<file path="src/rtl/tut4_verilog_sort_iter_sorter_pkg.sv">
// Shared types and step schedule for the iterative four-element sorter.
// The compare-exchange schedule is a bubble sort network folded onto one comparator.
package tut4_verilog_sort_IterSorterPkg;

    typedef enum logic [1:0] {
        ST_IDLE = 2'd0,
        ST_SORT = 2'd1,
        ST_DONE = 2'd2
    } state_e;

    localparam logic [2:0] STEP_LAST = 3'd5;

    // Lower operand index per step; the upper operand is always the adjacent register
    localparam logic [1:0] STEP_LO_SEL [0:5] = '{2'd0, 2'd1, 2'd2, 2'd0, 2'd1, 2'd0};
    localparam logic [1:0] STEP_HI_SEL [0:5] = '{2'd1, 2'd2, 2'd3, 2'd1, 2'd2, 2'd1};

    function automatic logic [1:0] step_lo(input logic [2:0] step);
        return (step <= STEP_LAST) ? STEP_LO_SEL[step] : 2'd0;
    endfunction

    function automatic logic [1:0] step_hi(input logic [2:0] step);
        return (step <= STEP_LAST) ? STEP_HI_SEL[step] : 2'd1;
    endfunction

endpackage

</file>
<file path="src/rtl/tut4_verilog_sort_iter_sorter_minmax.sv">
// Unsigned two-input min/max unit, shared across every compare-exchange step.
module tut4_verilog_sort_MinMaxUnit #(
    parameter int p_nbits = 8
) (
    input  logic [p_nbits-1:0] in0,
    input  logic [p_nbits-1:0] in1,
    output logic [p_nbits-1:0] out_min,
    output logic [p_nbits-1:0] out_max
);

    always_comb begin
        out_min = (in0 < in1) ? in0 : in1;
        out_max = (in0 < in1) ? in1 : in0;
    end

endmodule

</file>
<file path="src/rtl/tut4_verilog_sort_iter_sorter.sv">
// Iterative four-element ascending sorter: one shared min/max unit, six sequenced
// compare-exchange steps, val/rdy handshakes on both sides, one sort in flight.
module tut4_verilog_sort_iter_sorter
    import tut4_verilog_sort_IterSorterPkg::*;
#(
    parameter int p_nbits = 8
) (
    input  logic               clk,
    input  logic               reset,
    input  logic               in_val,
    output logic               in_rdy,
    input  logic [p_nbits-1:0] in0,
    input  logic [p_nbits-1:0] in1,
    input  logic [p_nbits-1:0] in2,
    input  logic [p_nbits-1:0] in3,
    output logic               out_val,
    input  logic               out_rdy,
    output logic [p_nbits-1:0] out0,
    output logic [p_nbits-1:0] out1,
    output logic [p_nbits-1:0] out2,
    output logic [p_nbits-1:0] out3
);

    state_e             state_q, state_d;
    logic [2:0]         step_q, step_d;
    logic [p_nbits-1:0] r_q [4];
    logic [p_nbits-1:0] r_d [4];

    logic [1:0]         lo_sel, hi_sel;
    logic [p_nbits-1:0] opnd_lo, opnd_hi;
    logic [p_nbits-1:0] mm_min, mm_max;

    assign lo_sel  = step_lo(step_q);
    assign hi_sel  = step_hi(step_q);
    assign opnd_lo = r_q[lo_sel];
    assign opnd_hi = r_q[hi_sel];

    tut4_verilog_sort_MinMaxUnit #(.p_nbits(p_nbits)) u_minmax (
        .in0     (opnd_lo),
        .in1     (opnd_hi),
        .out_min (mm_min),
        .out_max (mm_max)
    );

    // Handshake outputs are gated by reset so nothing is offered or accepted while held
    assign in_rdy  = reset && (state_q == ST_IDLE);
    assign out_val = reset && (state_q == ST_DONE);

    assign out0 = r_q[0];
    assign out1 = r_q[1];
    assign out2 = r_q[2];
    assign out3 = r_q[3];

    always_comb begin
        state_d = state_q;
        step_d  = step_q;
        r_d     = r_q;
        case (state_q)
            ST_IDLE: begin
                if (in_val && in_rdy) begin
                    r_d[0]  = in0;
                    r_d[1]  = in1;
                    r_d[2]  = in2;
                    r_d[3]  = in3;
                    step_d  = 3'd0;
                    state_d = ST_SORT;
                end
            end
            ST_SORT: begin
                for (int i = 0; i < 4; i++) begin
                    if (2'(i) == lo_sel) begin
                        r_d[i] = mm_min;
                    end else if (2'(i) == hi_sel) begin
                        r_d[i] = mm_max;
                    end
                end
                if (step_q == STEP_LAST) begin
                    step_d  = 3'd0;
                    state_d = ST_DONE;
                end else begin
                    step_d = step_q + 3'd1;
                end
            end
            ST_DONE: begin
                if (out_val && out_rdy) begin
                    state_d = ST_IDLE;
                end
            end
            default: begin
                state_d = ST_IDLE;
                step_d  = 3'd0;
            end
        endcase
    end

    always_ff @(posedge clk) begin
        if (!reset) begin
            state_q <= ST_IDLE;
            step_q  <= 3'd0;
            for (int i = 0; i < 4; i++) begin
                r_q[i] <= '0;
            end
        end else begin
            state_q <= state_d;
            step_q  <= step_d;
            for (int i = 0; i < 4; i++) begin
                r_q[i] <= r_d[i];
            end
        end
    end

endmodule

</file>
<file path="config.mk">
export PLATFORM = sky130hd
export DESIGN_NAME = tut4_verilog_sort_iter_sorter
export DESIGN_NICKNAME = d
export VERILOG_FILES = /design/src/rtl/tut4_verilog_sort_iter_sorter_pkg.sv /design/src/rtl/tut4_verilog_sort_iter_sorter_minmax.sv /design/src/rtl/tut4_verilog_sort_iter_sorter.sv
export SDC_FILE = /design/constraint.sdc
export NUM_CORES = 1
export LEC_CHECK = 0
export CAP_MARGIN = 0
export CORE_UTILIZATION = 54
export CTS_CLUSTER_DIAMETER = 120
export DETAILED_ROUTE_END_ITERATION = 16
export PLACE_DENSITY = 0.85
export RECOVER_POWER = 25
export REMOVE_ABC_BUFFERS = 1
export SKIP_CTS_REPAIR_TIMING = 1
export SYNTH_ARGS = -nofsm -noshare
export SYNTH_HDL_FRONTEND = slang
export SYNTH_SLANG_ARGS = --single-unit
</file>
<file path="constraint.sdc">
create_clock -name clk -period 13.52 [get_ports clk]
set_clock_uncertainty 0.2 [all_clocks]
set_input_delay 1.352 -clock clk [delete_from_list [all_inputs] [get_ports clk]]
set_output_delay 1.352 -clock clk [all_outputs]
set_load 0.02 [all_outputs]
</file>
Word level (Yosys, flattened, before mapping)
Memory sizes are Yosys's and may differ from the RTL's.
Cells that the tools add are included.
{"block": "classes", "n_mux": 31, "n_lt_le_gt_ge": 5, "eq_ne": 16, "add_sub_neg": 1, "bitwise_logic": 4, "n_reduce_logical": 14}
{"operator": "$mux 8", "n": 14}
{"operator": "$pmux 32 s2", "n": 1}
{"operator": "$bmux 8 s2", "n": 2}
{"operator": "$mux 32", "n": 1}
{"operator": "$mux 2", "n": 9}
{"operator": "$reduce_and 3->1", "n": 5}
{"operator": "$ne 3x3->1 const B", "n": 4}
{"operator": "$pmux 3 s3", "n": 1}
{"operator": "$eq 2x2->1 const A", "n": 4}
{"operator": "$lt 8x8->1", "n": 1}
{"operator": "$ge 3x3->1 const B", "n": 2}
{"operator": "$logic_not 2->1", "n": 3}
{"operator": "$mux 3", "n": 2}
{"operator": "$not 2->3", "n": 2}
{"operator": "$pmux 2 s3", "n": 1}
{"operator": "$eq 1x2->1 const A", "n": 2}
{"operator": "$ge 4x4->1 const B", "n": 1}
{"operator": "$logic_and 1x1->1", "n": 4}
{"operator": "$ne 2x1->1 const B", "n": 2}
{"operator": "$not 3->4", "n": 1}
{"operator": "$add 3x1->3 const B", "n": 1}
{"operator": "$eq 3x3->1 const B", "n": 1}
{"operator": "$le 3x3->1 const B", "n": 1}
{"operator": "$eq 2x1->1 const B", "n": 1}
{"operator": "5 further kinds", "n": 5}
{"block": "totals", "in_bits": 36, "out_inout_bits": 34, "register_bits": 37, "mem_bits_ro": 32, "mem_count": 2}
{"memory": "(name not given)", "depth": 8, "width": 2, "rd": 1, "rd_clocked_by_memory_dff": 0, "write_ports": 0, "line": "tut4_verilog_sort_iter_sorter_pkg.sv:22", "rtl": "return (step <= STEP_LAST) ? STEP_HI_SEL[step] : 2'd1;"}
{"memory": "(name not given)", "depth": 8, "width": 2, "rd": 1, "rd_clocked_by_memory_dff": 0, "write_ports": 0, "line": "tut4_verilog_sort_iter_sorter_pkg.sv:18", "rtl": "return (step <= STEP_LAST) ? STEP_LO_SEL[step] : 2'd0;"}

Longest topological paths before layout
{"block": "depth", "depth_word": 14, "depth_mapped": 17, "mapped_depth_nobuf": 14}

Modules after synthesis
Synthesis repeated with hierarchy kept, for this count alone.
{"block": "unflattened", "cells_unflattened": 353, "hier_area_um2": 2975.4}
{"mod": "tut4_verilog_sort_iter_sorter", "cells_each": 312, "area_per_inst_um2": 2549.9, "n_inst": 1}
{"mod": "tut4_verilog_sort_MinMaxUnit", "cells_each": 41, "area_per_inst_um2": 425.4, "n_inst": 1}

Worst setup path after synthesis
OpenSTA, ideal clock, no wires.
{"block": "synth_timing", "path_kind": "reg2reg", "from": "register step_q[1]", "to": "register r_q, in the netlist out3[1]", "setup_slack_ns": 9.120, "path_stages_with_launch": 17, "arrival_time_ns": 4.038, "t_required_ns": 13.158, "setup_time_ns": 0.162, "cell_sequence": "dfxtp_1 -> inv_1 -> ha_1 -> buf_4 -> o21ai_1 -> buf_2 -> mux2_2 -> o21ai_1 -> ha_1 -> a21o_1 -> a21oi_1 -> nor2_1 -> a2111oi_0 -> o211a_1 -> buf_6 -> mux2i_1 -> a221oi_1"}
{"block": "synth_via", "elab_chain_len": 14}
{"item": "start: declaration", "line": "tut4_verilog_sort_iter_sorter.sv:25", "rtl": "logic [2:0] step_q, step_d;"}
{"item": "start signal: assignment", "line": "tut4_verilog_sort_iter_sorter.sv:105", "rtl": "step_q <= step_d;"}
{"item": "$not 3->4 (not written as such)", "line": "tut4_verilog_sort_iter_sorter_pkg.sv:18, tut4_verilog_sort_iter_sorter_pkg.sv:22"}
{"item": "$mem_v2 8x2, on equally long branches"}
{"item": "$mux 2, on equally long branches (3 in series)", "line": "tut4_verilog_sort_iter_sorter_pkg.sv:18, tut4_verilog_sort_iter_sorter_pkg.sv:22"}
{"item": "$not 2->3, on equally long branches", "line": "tut4_verilog_sort_iter_sorter.sv:35, tut4_verilog_sort_iter_sorter.sv:36"}
{"item": "$bmux 8 s2, on equally long branches", "line": "tut4_verilog_sort_iter_sorter.sv:35, tut4_verilog_sort_iter_sorter.sv:36"}
{"item": "$mux 8, on equally long branches (2 in series)", "line": "tut4_verilog_sort_iter_sorter.sv:35, tut4_verilog_sort_iter_sorter.sv:36"}
{"item": "$lt 8x8->1", "line": "tut4_verilog_sort_iter_sorter_minmax.sv:12, tut4_verilog_sort_iter_sorter_minmax.sv:13"}
{"item": "$mux 8", "line": "tut4_verilog_sort_iter_sorter_minmax.sv:13", "rtl": "out_max = (in0 < in1) ? in1 : in0;"}
{"item": "$mux 8", "line": "tut4_verilog_sort_iter_sorter.sv:73", "rtl": "end else if (2'(i) == hi_sel) begin"}
{"item": "$mux 8", "line": "tut4_verilog_sort_iter_sorter.sv:71", "rtl": "if (2'(i) == lo_sel) begin"}
{"item": "$pmux 32 s2", "line": "tut4_verilog_sort_iter_sorter.sv:58", "rtl": "case (state_q)"}
{"item": "end signal: indexed assignment", "line": "tut4_verilog_sort_iter_sorter.sv:107", "rtl": "r_q[i] <= r_d[i];"}
{"item": "end: declaration", "line": "tut4_verilog_sort_iter_sorter.sv:26", "rtl": "logic [p_nbits-1:0] r_q [4];"}
Parallel ways exist; a longest one is shown, timed or not. The select of a mux whose other input is x is not followed.
A chain may end at the register's enable or synchronous reset.

Final worst setup path
{"block": "layout_timing", "from": "register step_q[0]", "to": "register r_q, in the netlist out3[3]"}
Same word-level chain as after synthesis.

==> results.py <==
metrics = {
    "outcome": {
        "status": "finished with violations",
        "violations": "capacitance limit, slew limit",
    },
    "power": {
        "ir_drop_uv": 69.9,
        "power.density_mw_per_mm2": 138,
        "finalPower_w": 0.000501,
        "leakage_nw": 1.44,
    },
    "job": {
        "maxCapViolCount": 1,
    },
    "layout": {
        "final_common_cell": "clkdlybuf4s50_1",
        "final_cell_mix": "clkdlybuf4s50_1 (55), dfxtp_1 (37), nand2_1 (24)",
        "area_growth_pct": 30.7,
        "nets": 421,
        "n_antenna_cell": 0,
        "stdcell_count": 443,
        "fillers": 367,
        "drive_above_1_share_pct": 11.2,
    },
    "global_routing": {
        "antenna_found_initial": 0,
        "overflow": 0,
        "grt_use_met2_pct": 52.8,
        "grtUsageMet3_pct": 8.37,
        "grt_pass1_vias": 2788,
        "gr-usage-all-layers_pct": 34.4,
        "grt_max_degree": 40,
        "grt.busiest_layer": "met2",
        "grt_pass1_wl_mm": 14.0,
        "met1_usage_pct": 46.7,
    },
    "place": {
        "pre_cts_ws_ns": 8.00,
        "hpwlAfterDp_mm": 6.01,
        "routabilityCongestion": 0.971,
        "place_inst": 435,
        "io_buffer_count": 69,
    },
    "timing": {
        "maxSlewViolCount": 40,
        "slew_headroom_pct": -4.02,
        "rsz0062_at_grt": "no",
        "tightest_slew_ns": 1.56,
        "fin_setup_tns_ns": 0,
        "setup_violations": 0,
        "setup_ws_ns": 7.58,
        "period_share_pct": 43.9,
        "fin_crit_ns": 5.94,
        "max_freq_mhz": 168,
        "hold_viol_final": 0,
    },
    "setup_path": {
        "end_kind": "register",
        "crit_top_cell": "ha_1",
        "cpPeakStageDelay_ns": 0.89,
        "cp_max_fo": 21,
        "cp-start-kind": "register",
        "cp.arrival_ns": 5.86,
        "required_ns": 13.44,
        "path_class": "reg2reg",
        "crit_path_top_delay_cell": "ha_1",
        "crit_path_cell_trace": "ha_1 > nor2b_1 > a22oi_2 > o221ai_1 > inv_1 > ha_1 > a21o_1 > a21oi_1 > nor2_1 > a2111oi_0 > o211a_1 > mux2i_1 > a221oi_1",
        "path_buf_inv": 1,
        "critPathTopFamily": "compound AO/OA/AOI/OAI gates",
    },
    "clock_network": {
        "cts_buffer_depth": 2,
        "clk_pin_slew_ns": 0.08,
        "cts_buffers": 5,
        "cts_root_buffer": "clkbuf_8",
        "cts_num_sinks": 37,
        "clk_latency_ns": 0.30,
        "cts-htree-levels": 2,
        "cts_tree": "yes",
    },
    "logic_synthesis": {
        "synth.distinct_cells": 47,
        "synth-main-ff-cell": "dfxtp_1",
        "netlist_instances": 314,
        "synth-seq-cells": 37,
        "synth_edf_count": 0,
        "yosysWarnings": 0,
        "synth-async-reset-ratio_pct": 0,
        "avgSynthCellArea_um2": 8.81,
        "ys_seq_area_share_pct": 26.8,
        "netlist_area_mm2": 0.00277,
    },
    "die": {
        "dieWidth_um": 73.6,
        "coreArea_mm2": 0.00482,
        "fp.dieH_um": 73.6,
        "num_io_pins": 70,
        "start_util_pct": 57.5,
        "rows": 25,
        "dieArea_mm2": 0.00542,
    },
    "routing": {
        "ant_nets": 0,
        "wire_per_inst_um": 20.6,
        "drtIter0Drc": 460,
        "finalWirelength_mm": 9.14,
        "dr.pass1.iters": 5,
        "vias_per_cell": 6.90,
        "via_count": 3056,
        "drc": 0,
    },
    "worst_hold_path": {
        "hold_class": "reg2reg",
    },
}
-- kinds of logic (layout without fill, tap and decap cells) --
group,after synthesis,after routing,share of synthesized area [%]
mux,32,32,12.4
simple gates,95,95,18.5
buf+inv,29,91,4.52
fa+ha+maj,10,10,4.52
compound gates,111,111,33.2
flops,37,37,26.8
-- metrics by stage --
| stage | area (µm²) | hold WS [ns] | utilization [%] |
|---|---|---|---|
| 5_1_grt | 3620 | 0.427 | 75.1 |
| 4_1_cts | 3620 | 0.368 | 75.2 |
| 6_report | 3620 | 0.374 | 75.1 |
| 3_5_place_dp | 3490 | 0.350 | 72.4 |
| 2_1_floorplan | 2680 | 0.309 | - |
| 3_3_place_gp | 3490 | 0.332 | 72.4 |
-- sequential cells by signal (all words and copies together), names as in the netlist --
register / flops
out0: 8
out1: 8
out2: 8
out3: 8
state_q: 2
step_q: 3
-- routing by layer --
metal | part of all wire (%) | routed length, µm | vias to the layer above
met5 | 0 | 0 | -
met1 | 40 | 3680 | 1441
met2 | 48 | 4360 | 212
met3 | 9.8 | 894 | 27
met4 | 2.3 | 214 | 0
li1 | - | - | 1376
-- power breakdown --
part | leakage [nW] | total (W) | switching, W | internal (W)
clock | 0.0681 | 0.000119 | 0.0000452 | 0.0000734
combinational | 1.07 | 0.000234 | 0.000133 | 0.000101
sequential | 0.306 | 0.000148 | 0.0000210 | 0.000127
total | 1.44 | 0.000501 | 0.000199 | 0.000301
-- worst min-delay path: stages, from the launching register on --
cell	delay, ns
dfxtp_1	0.37
nand2_1	0.09
a21boi_0	0.07
-- cells in the mapped netlist, types with 5 or more instances --
cell / n / share of area, %
a21oi_1: 9 / 1.6
a221oi_1: 23 / 7.3
a221oi_2: 8 / 4.3
clkbuf_1: 15 / 2.0
dfxtp_1: 37 / 27
ha_1: 10 / 4.5
inv_1: 10 / 1.4
mux2_2: 11 / 4.5
mux2i_1: 19 / 6.9
nand2_1: 24 / 3.3
nand2b_1: 19 / 4.3
nor2_1: 12 / 1.6
nor2b_1: 9 / 2.0
o211ai_1: 17 / 4.6
o21ai_0: 5 / 0.90
o21ai_1: 9 / 1.6
o311ai_0: 16 / 5.1
or3_1: 17 / 3.8
-- path summary, 6_finish.rpt --
check	startpoint	end	slack (ns)	cells after the start
worst max-delay path	step_q[0]	out3[3]	7.58	13
worst min-delay path	step_q[1]	step_q[1]	0.37	2
worst max register to register	step_q[0]	out3[3]	7.58	13
worst min register to register	step_q[1]	step_q[1]	0.37	2
-- cell type report --
| cell class | count | area (µm²) | area share, % |
|---|---|---|---|
| timing repair buffer | 73 | 717 | 19.8 |
| clock inverter | 3 | 65.1 | 1.80 |
| clock buffer | 5 | 68.8 | 1.90 |
| sequential | 37 | 741 | 20.5 |
| inverter | 10 | 37.5 | 1.04 |
| multi-input combinational | 248 | 1900 | 52.6 |
| tap | 67 | 83.8 | 2.32 |
Power figures use the tool's default switching activity.
